==> src/rtl/debounce_scheduler.sv <==
// Purpose : one shared debounce timer for NUM_BTN raw buttons. A round-robin
//           arbiter grants the timer to one pressed button, and an FSM
//           qualifies the press and the release against DEBOUNCE_CYCLES.
// Latency : a raw rise sampled at edge k is granted at edge k+2. btn_pulse is
//           high in the cycle after edge k+2+DEBOUNCE_CYCLES.
// Backpressure: none. Buttons that are not granted simply wait while busy and
//           are arbitrated again when the FSM returns to IDLE.
// Ports   : clock      - system clock, rising edge
//           reset      - asynchronous, active-high, clears all state
//           btn_raw    - raw asynchronous button levels (1 = pressed)
//           btn_pulse  - one-hot, one-cycle pulse per accepted press
//           btn_level  - one-hot debounced level of the granted button
//           busy       - high in any state other than IDLE
//           active_idx - index of the granted button, valid while busy
// Option  : define AUTO_REPEAT_EN to re-pulse every REPEAT_CYCLES while held.
module debounce_scheduler #(
  parameter int NUM_BTN         = 4,
  parameter int DEBOUNCE_CYCLES = 30000000,
  parameter int CNT_W           = 26,
  parameter int REPEAT_CYCLES   = 10000000
) (
  input  logic               clock,
  input  logic               reset,
  input  logic [NUM_BTN-1:0] btn_raw,
  output logic [NUM_BTN-1:0] btn_pulse,
  output logic [NUM_BTN-1:0] btn_level,
  output logic               busy,
  output logic [2:0]         active_idx
);

  if (NUM_BTN < 2 || NUM_BTN > 8 || DEBOUNCE_CYCLES < 1 || REPEAT_CYCLES < 1 ||
      $clog2(DEBOUNCE_CYCLES) > CNT_W || $clog2(REPEAT_CYCLES) > CNT_W) begin : g_bad_params
    $error("debounce_scheduler: illegal parameter combination");
  end

  typedef enum logic [1:0] {
    IDLE           = 2'd0,
    SETTLE_PRESS   = 2'd1,
    HELD           = 2'd2,
    SETTLE_RELEASE = 2'd3
  } state_t;

  localparam logic [CNT_W-1:0] DEB_TC = CNT_W'(DEBOUNCE_CYCLES - 1);
`ifdef AUTO_REPEAT_EN
  localparam logic [CNT_W-1:0] REP_TC = CNT_W'(REPEAT_CYCLES - 1);
`endif

  state_t             state, state_nx;
  logic [NUM_BTN-1:0] sync_meta, sync;
  logic [2:0]         idx_nx;
  logic [2:0]         rr_ptr, rr_nx;
  logic [CNT_W-1:0]   timer, timer_nx;
  logic [NUM_BTN-1:0] pulse, pulse_nx;

  logic [7:0]         sync_ext;
  logic               idx_sync;
  logic [2:0]         idx_inc;
  logic [NUM_BTN-1:0] idx_onehot;
  logic [3:0]         cand;
  logic               grant_vld;
  logic [2:0]         grant_idx;

  // Two-flop synchronizer; everything downstream looks at sync only.
  always_ff @(posedge clock or posedge reset) begin
    if (reset) begin
      sync_meta <= '0;
      sync      <= '0;
    end else begin
      sync_meta <= btn_raw;
      sync      <= sync_meta;
    end
  end

  // Zero-extend to 8 bits so a 3-bit index selects exactly.
  assign sync_ext   = 8'(sync);
  assign idx_sync   = sync_ext[active_idx];
  assign idx_inc    = (active_idx == 3'(NUM_BTN - 1)) ? 3'd0 : active_idx + 3'd1;
  assign idx_onehot = NUM_BTN'(1) << active_idx;

  // Round-robin: first pressed button at or after rr_ptr, wrapping at NUM_BTN.
  always_comb begin
    grant_vld = 1'b0;
    grant_idx = 3'd0;
    cand      = 4'd0;
    for (int i = 0; i < NUM_BTN; i++) begin
      cand = {1'b0, rr_ptr} + 4'(i);
      if (cand >= 4'(NUM_BTN)) cand = cand - 4'(NUM_BTN);
      if (!grant_vld && sync_ext[cand[2:0]]) begin
        grant_vld = 1'b1;
        grant_idx = cand[2:0];
      end
    end
  end

  always_comb begin
    state_nx = state;
    idx_nx   = active_idx;
    rr_nx    = rr_ptr;
    timer_nx = timer;
    pulse_nx = '0;
    case (state)
      IDLE: begin
        if (grant_vld) begin
          idx_nx   = grant_idx;
          timer_nx = '0;
          state_nx = SETTLE_PRESS;
        end
      end
      SETTLE_PRESS: begin
        // A drop at any point, including the terminal cycle, rejects the press.
        if (!idx_sync) begin
          rr_nx    = idx_inc;
          timer_nx = '0;
          state_nx = IDLE;
        end else if (timer == DEB_TC) begin
          timer_nx = '0;
          pulse_nx = idx_onehot;
          state_nx = HELD;
        end else begin
          timer_nx = timer + CNT_W'(1);
        end
      end
      HELD: begin
        // Release takes priority over a repeat pulse in the same cycle.
        if (!idx_sync) begin
          timer_nx = '0;
          state_nx = SETTLE_RELEASE;
        end
`ifdef AUTO_REPEAT_EN
        else if (timer == REP_TC) begin
          timer_nx = '0;
          pulse_nx = idx_onehot;
        end else begin
          timer_nx = timer + CNT_W'(1);
        end
`endif
      end
      SETTLE_RELEASE: begin
        if (idx_sync) begin
          timer_nx = '0;
          state_nx = HELD;
        end else if (timer == DEB_TC) begin
          timer_nx = '0;
          rr_nx    = idx_inc;
          state_nx = IDLE;
        end else begin
          timer_nx = timer + CNT_W'(1);
        end
      end
      default: state_nx = IDLE;
    endcase
  end

  always_ff @(posedge clock or posedge reset) begin
    if (reset) begin
      state      <= IDLE;
      active_idx <= 3'd0;
      rr_ptr     <= 3'd0;
      timer      <= '0;
      pulse      <= '0;
    end else begin
      state      <= state_nx;
      active_idx <= idx_nx;
      rr_ptr     <= rr_nx;
      timer      <= timer_nx;
      pulse      <= pulse_nx;
    end
  end

  assign busy      = (state != IDLE);
  assign btn_level = (state == HELD || state == SETTLE_RELEASE) ? idx_onehot : '0;
  assign btn_pulse = pulse;

endmodule

==> config.mk <==
export PLATFORM = sky130hd
export DESIGN_NAME = debounce_scheduler
export DESIGN_NICKNAME = d
export VERILOG_FILES = /design/src/rtl/debounce_scheduler.sv
export SDC_FILE = /design/constraint.sdc
export NUM_CORES = 1
export LEC_CHECK = 0
export ABC_AREA = 1
export CORE_MARGIN = 2
export CORE_UTILIZATION = 50
export DETAILED_ROUTE_END_ITERATION = 8
export PLACE_DENSITY = 0.67
export SLEW_MARGIN = 20
export SYNTH_ARGS = -nofsm -noshare
export SYNTH_HDL_FRONTEND = slang
export SYNTH_SLANG_ARGS = --single-unit
==> constraint.sdc <==
create_clock -name clock -period 2.6 [get_ports clock]
set_clock_uncertainty 0.2 [all_clocks]
set_input_delay 0.39 -clock clock [delete_from_list [all_inputs] [get_ports clock]]
set_output_delay 0.39 -clock clock [all_outputs]
set_load 0.005 [all_outputs]
Word-level counts from Yosys, hierarchy flattened:

Cells that the tools add are included.

* bits in registers: 46
* latch bits: 0
* memory bits (writable): 0
* memory bits (read-only): 0
* input bits: 6
* output and inout bits: 12
* logic and storage cells: 96
* memories kept: 0

* add/sub/neg operators: 9
* multiply operators: 0
* divide/modulo/power cells: 0
* $lt $le $gt $ge: 9
* eq/ne operators: 12
* shifts and indexed selects: 1
* multiplexer cells: 44
* bitwise operators: 0
* reductions and logical operators: 14

Operators by type and width (count)
* 26-bit 2-to-1 mux: 5
* 26-bit one-hot mux with 4 select lines: 1
* 3-bit 2-to-1 mux: 12
* 26-bit by 1-bit adder with 26-bit output, second input constant: 1
* 26-bit by 25-bit == test with 1-bit output, second input constant: 1
* 3-bit by 4-bit less-than comparator with 1-bit output, second input constant: 5
* 4-bit 2-to-1 mux: 4
* 1-bit binary-select mux with 3-bit select: 5
* 4-bit by 3-bit >= comparator with 1-bit output, second input constant: 3
* 2-bit 2-to-1 mux: 6
* 3-bit subtractor, second input constant: 4
* 2-bit inequality test, second input constant: 5
* 1-bit 2-to-1 mux: 9
* 3-bit by 2-bit adder with 4-bit output, second input constant: 2
* 2-bit one-hot mux with 4 select lines: 1
* 4-bit AND reduction: 2
* 3-bit inequality test, second input constant: 2
* 3-bit one-hot mux with 2 select lines: 1
* 3-bit by 1-bit adder with 4-bit output, second input constant: 1
* 2-bit == test, second input constant: 2
* 2-bit AND reduction: 2
* 2-bit nonzero test: 2
* 1-bit by 3-bit left shift with 4-bit output, first input constant: 1
* 3-bit by 1-bit adder with 3-bit output, second input constant: 1
* 7 further kinds: 11

Logic depth before layout (Yosys ltp):

* word-level depth: 16
* gate-level depth with buffers: 14
* gate-level depth less buffers: 13

Least setup slack after synthesis:

OpenSTA, ideal clock, no wires.

* path type: reg-to-reg
* start point: register rr_ptr[0]
* end point: register active_idx[0]
* setup time: 117 ps
* data arrival time: 1667 ps
* data required time: 2283 ps
* slack: 616 ps
* stages on the path, launching flop included: 14
* buffers on the path: 1
* clock period less this slack: 1984 ps
* path through: dfrtp_1 -> buf_4 -> inv_4 -> ha_1 -> inv_1 -> nand3_1 -> nand3_1 -> nand2_1 -> nor2_1 -> nand2_1 -> nand2_1 -> inv_2 -> nand3_1 -> nand2_1

* word-level cells in the longest chain between the ends: 15
* elaborated cells between the ends (all ways): 38
* classes of those cells: 7 x add/sub; 4 x order compare; 20 x mux; 7 x reduce/logical

Ends and longest elaborated chain
* from (decl): RTL line 51 `logic [2:0] rr_ptr, rr_nx;`
* from (signal assigned): RTL line 164 `rr_ptr <= rr_nx;`
* parallel branches: the longest is 15 deep, another holds 3-bit by 1-bit adder with 4-bit output
* to (signal assigned): RTL line 163 `active_idx <= idx_nx;`
* to (decl): RTL line 28 `output logic [2:0] active_idx`

Parallel ways; which one is timed is not known. The select of a mux whose other input is x is not followed.
A chain may end at the register's enable or synchronous reset.

Worst setup path after layout:

* start point: register active_idx[0]
* end point: output btn_level[0]

* word-level cells in the longest chain between the ends: 2

Ends and longest elaborated chain
* 1-bit by 3-bit left shift with 4-bit output: RTL line 78 `assign idx_onehot = NUM_BTN'(1) << active_idx;`
* 4-bit 2-to-1 mux: RTL line 171 `assign btn_level = (state == HELD || state == SETTLE_RELEASE) ? idx_onehot : '0;`
* to (decl): RTL line 26 `output logic [NUM_BTN-1:0] btn_level,`

No other way between the ends.

==> flow_metrics.env <==
export IMPL_syn_avg_cell_area_um2=6.88
export IMPL_die_area_um2=7040
export IMPL_antenna_cells=0
export IMPL_status="complete, no violations"
export IMPL_fin_crit_ns=2.35
export IMPL_hold_buffers=0
export IMPL_endpoint="btn_level[0]"
export IMPL_synth_edf_count=0
export IMPL_drt_vias_per_instance=5.53
export IMPL_cp_startpoint="active_idx[0]"
export IMPL_totalWireLength_um=8120
export IMPL_area_growth_pct=10.5
export IMPL_grt_max_degree=28
export IMPL_syn_nets=477
export IMPL_drive_gt1_frac=0.104
export IMPL_antenna_found_initial=0
export IMPL_async_flop_share=1.00
export IMPL_htree_levels=2
export IMPL_clock_latency_ns=0.31
export IMPL_r2r_slack_ns=0.26
export IMPL_critPathMaxFanout=7
export IMPL_finalSetupTns_ns=0
export IMPL_tightest_slew_ns=0.527
export IMPL_cts_tree="built"
export IMPL_hold_violations=0
export IMPL_layout_setup_ws_ns=0.251
export IMPL_die_w_um=83.9
export IMPL_max_freq_ghz=0.426
export IMPL_ioPinCount=18
export IMPL_critPathTopFamily="buffers and inverters"
export IMPL_hpwl_um=6030
export IMPL_initial_core_util=0.508
export IMPL_grt_pass1_vias=2933
export IMPL_vdd_ir_drop_max_mv=0.444
export IMPL_cts_setup_buffers=0
export IMPL_critPathRequiredTime_ns=2.01
export IMPL_yosysWarnings=0
export IMPL_wl_per_cell_um=14.5
export IMPL_slew_violations=0
export IMPL_synth_ff_type="dfrtp_1"
export IMPL_synth_area_um2=3190
export IMPL_cts_path_max_buffers=2
export IMPL_timing_hold_ws_ns=0.141
export IMPL_end_kind="primary output"
export IMPL_rr_startpoint="rr_ptr[0]"
export IMPL_worstSetupPathType="reg2out"
export IMPL_grt_usage=0.251
export IMPL_drt_iter0_markers=224
export IMPL_ys_seq_area_frac=0.361
export IMPL_cap_violations=0
export IMPL_critical_path_max_stage_delay_ns=0.53
export IMPL_grt_pass1_wl_um=14400
export IMPL_wl_met3_um=411
export IMPL_cp_buffers_inverters=3
export IMPL_synth_cell_type_count=36
export IMPL_dr_wl_met2_um=3540
export IMPL_setup_viol=0
export IMPL_cts_root_buffer_cell="clkbuf_8"
export IMPL_placed_area_um2=3440
export IMPL_dr_pass1_iters=4
export IMPL_io_buffer_count=17
export IMPL_place_ws_ns=0.317
export IMPL_start_kind="register"
export IMPL_cp_depth=5
export IMPL_finalCritPeriodShare=0.903
export IMPL_grt_ovfl_total=0
export IMPL_layout_nets=495
export IMPL_clkSinkCount=46
export IMPL_crit_chain="inv_2, ha_1, inv_1, nor3_1, clkdlybuf4s50_1"
export IMPL_dr_total_vias=3097
export IMPL_cts_resized=0
export IMPL_maxUsedRoutingLayer="met4"
export IMPL_stdcell_area_um2=3530
export IMPL_rr_worst_depth=9
export IMPL_path_clk_slew_ns=0.09
export IMPL_cts_made_buffers=5
export IMPL_r2r_end="timer[6]"
export IMPL_die_y_um=83.9
export IMPL_wl_met1_um=4070
export IMPL_min_path_type="in2async"
export IMPL_syn_inst=464
export IMPL_num_rows=29
export IMPL_crit_slowest_cell="clkdlybuf4s50_1"
export IMPL_globalplace_congestion=0.954
export IMPL_route_detailed_drc=0
export IMPL_maxSlewHeadroom=0.647
export IMPL_p_per_area_nw_per_um2=698
export IMPL_arrival_ns=1.76
export IMPL_ys_seq_elements=46
export IMPL_p_leak_nw=1.57
export IMPL_coreArea_um2=6280
export IMPL_ant_nets=0
export IMPL_rsz0062_at_grt="no"
logic make-up after synthesis:
family,after synthesis,share of synthesized area
DFF,46,0.361
xor gates and xnor gates,12,0.0329
and+or+nand+nor,326,0.476
buffers and inverters,60,0.0796
AOI/OAI and AO/OA,13,0.0239
adders and majority gates,7,0.0274
layout make-up:
cell class / instances / area [um^2]
clock buffer: 5 / 68.8
multi-input combinational: 358 / 1790
sequential: 46 / 1150
timing repair buffer: 25 / 230
fill: 642 / 2750
tap: 77 / 96.3
inverter: 46 / 175
clock inverter: 3 / 18.8
flip-flops by register name, summed over array words and instances, names as in the netlist, named ones only:
signal      flops
btn_pulse       4
rr_ptr          3
sync_meta       4
timer          26
active_idx      3
sync            4
state           1
worst min-delay path by stage:
stage,end,slack (ns),startpoint
after floorplan,sync[0],0.13,sync_meta[0]
after global placement,sync[3],0.13,sync_meta[3]
after detailed placement,sync[1],0.13,sync_meta[1]
after CTS,timer[7],0.15,reset
after global routing,sync[1],0.16,sync_meta[1]
final,timer[7],0.14,reset
stage by stage:
stage               cells   util  power, mW
floorplan             464      -       1.70
CTS                   560  0.562       2.47
detailed placement    552  0.548       2.01
global placement      552  0.548       2.00
finish                560  0.562       2.46
global route          560  0.562       2.66
synthesized netlist by cell type (2+ instances only):
master	instances	area (um^2)
clkinv_1	3	11.3
xor2_1	6	52.6
nand3_1	84	420
nor3_1	8	40.0
nand3b_1	2	15.0
buf_4	2	15.0
nand4_1	18	113
nand3_2	2	20.0
buf_2	3	15.0
dfrtp_1	46	1150
nor2_4	2	22.5
o21ai_0	2	10.0
inv_1	31	116
nor3_2	5	50.1
ha_1	7	87.6
nor2_1	62	233
inv_2	11	41.3
nor2_2	2	12.5
nand2_2	6	37.5
clkbuf_1	7	26.3
o21ai_1	3	15.0
xnor2_1	6	52.6
buf_6	2	22.5
nand2_1	129	484
a21oi_1	4	20.0
layer usage:
metal | vias to the layer above | global-route usage
met4 | 0 | 0.0616
met2 | 84 | 0.384
met5 | - | 0
li1 | 1541 | -
met1 | 1463 | 0.374
met3 | 9 | 0.0356
where the power goes:
part           total, mW  internal [mW]  switching (mW)
clock network      0.459          0.190           0.269
logic               1.13          0.336           0.792
registers          0.874          0.775          0.0990
cell usage in the layout (no fill, tap or decap):
cell,netlist,final
clkinv_2,0,2
or2_1,1,1
a21oi_1,4,4
o31ai_1,1,1
inv_1,31,30
inv_4,1,1
nor3_1,8,8
nor3b_1,1,1
o211ai_1,1,1
nand3_1,84,84
nand3_4,1,1
nand4_1,18,18
nand3_2,2,2
nor3_2,5,5
o21ai_1,3,3
ha_1,7,7
nand2_1,129,129
or2_2,1,1
inv_6,0,1
dfrtp_1,46,46
nor2_1,62,62
xnor2_1,6,6
o2111ai_1,1,1
nand2_4,1,1
xor2_1,6,6
nand3b_1,2,2
clkinv_1,3,3
o21ai_0,2,2
a21o_1,1,1
inv_2,11,12
clkbuf_8,0,5
nor2_2,2,2
buf_4,2,8
nand4_4,1,1
nand2_2,6,6
nor2_4,2,2
clkdlybuf4s50_1,0,17
Power figures use the tool's default switching activity.
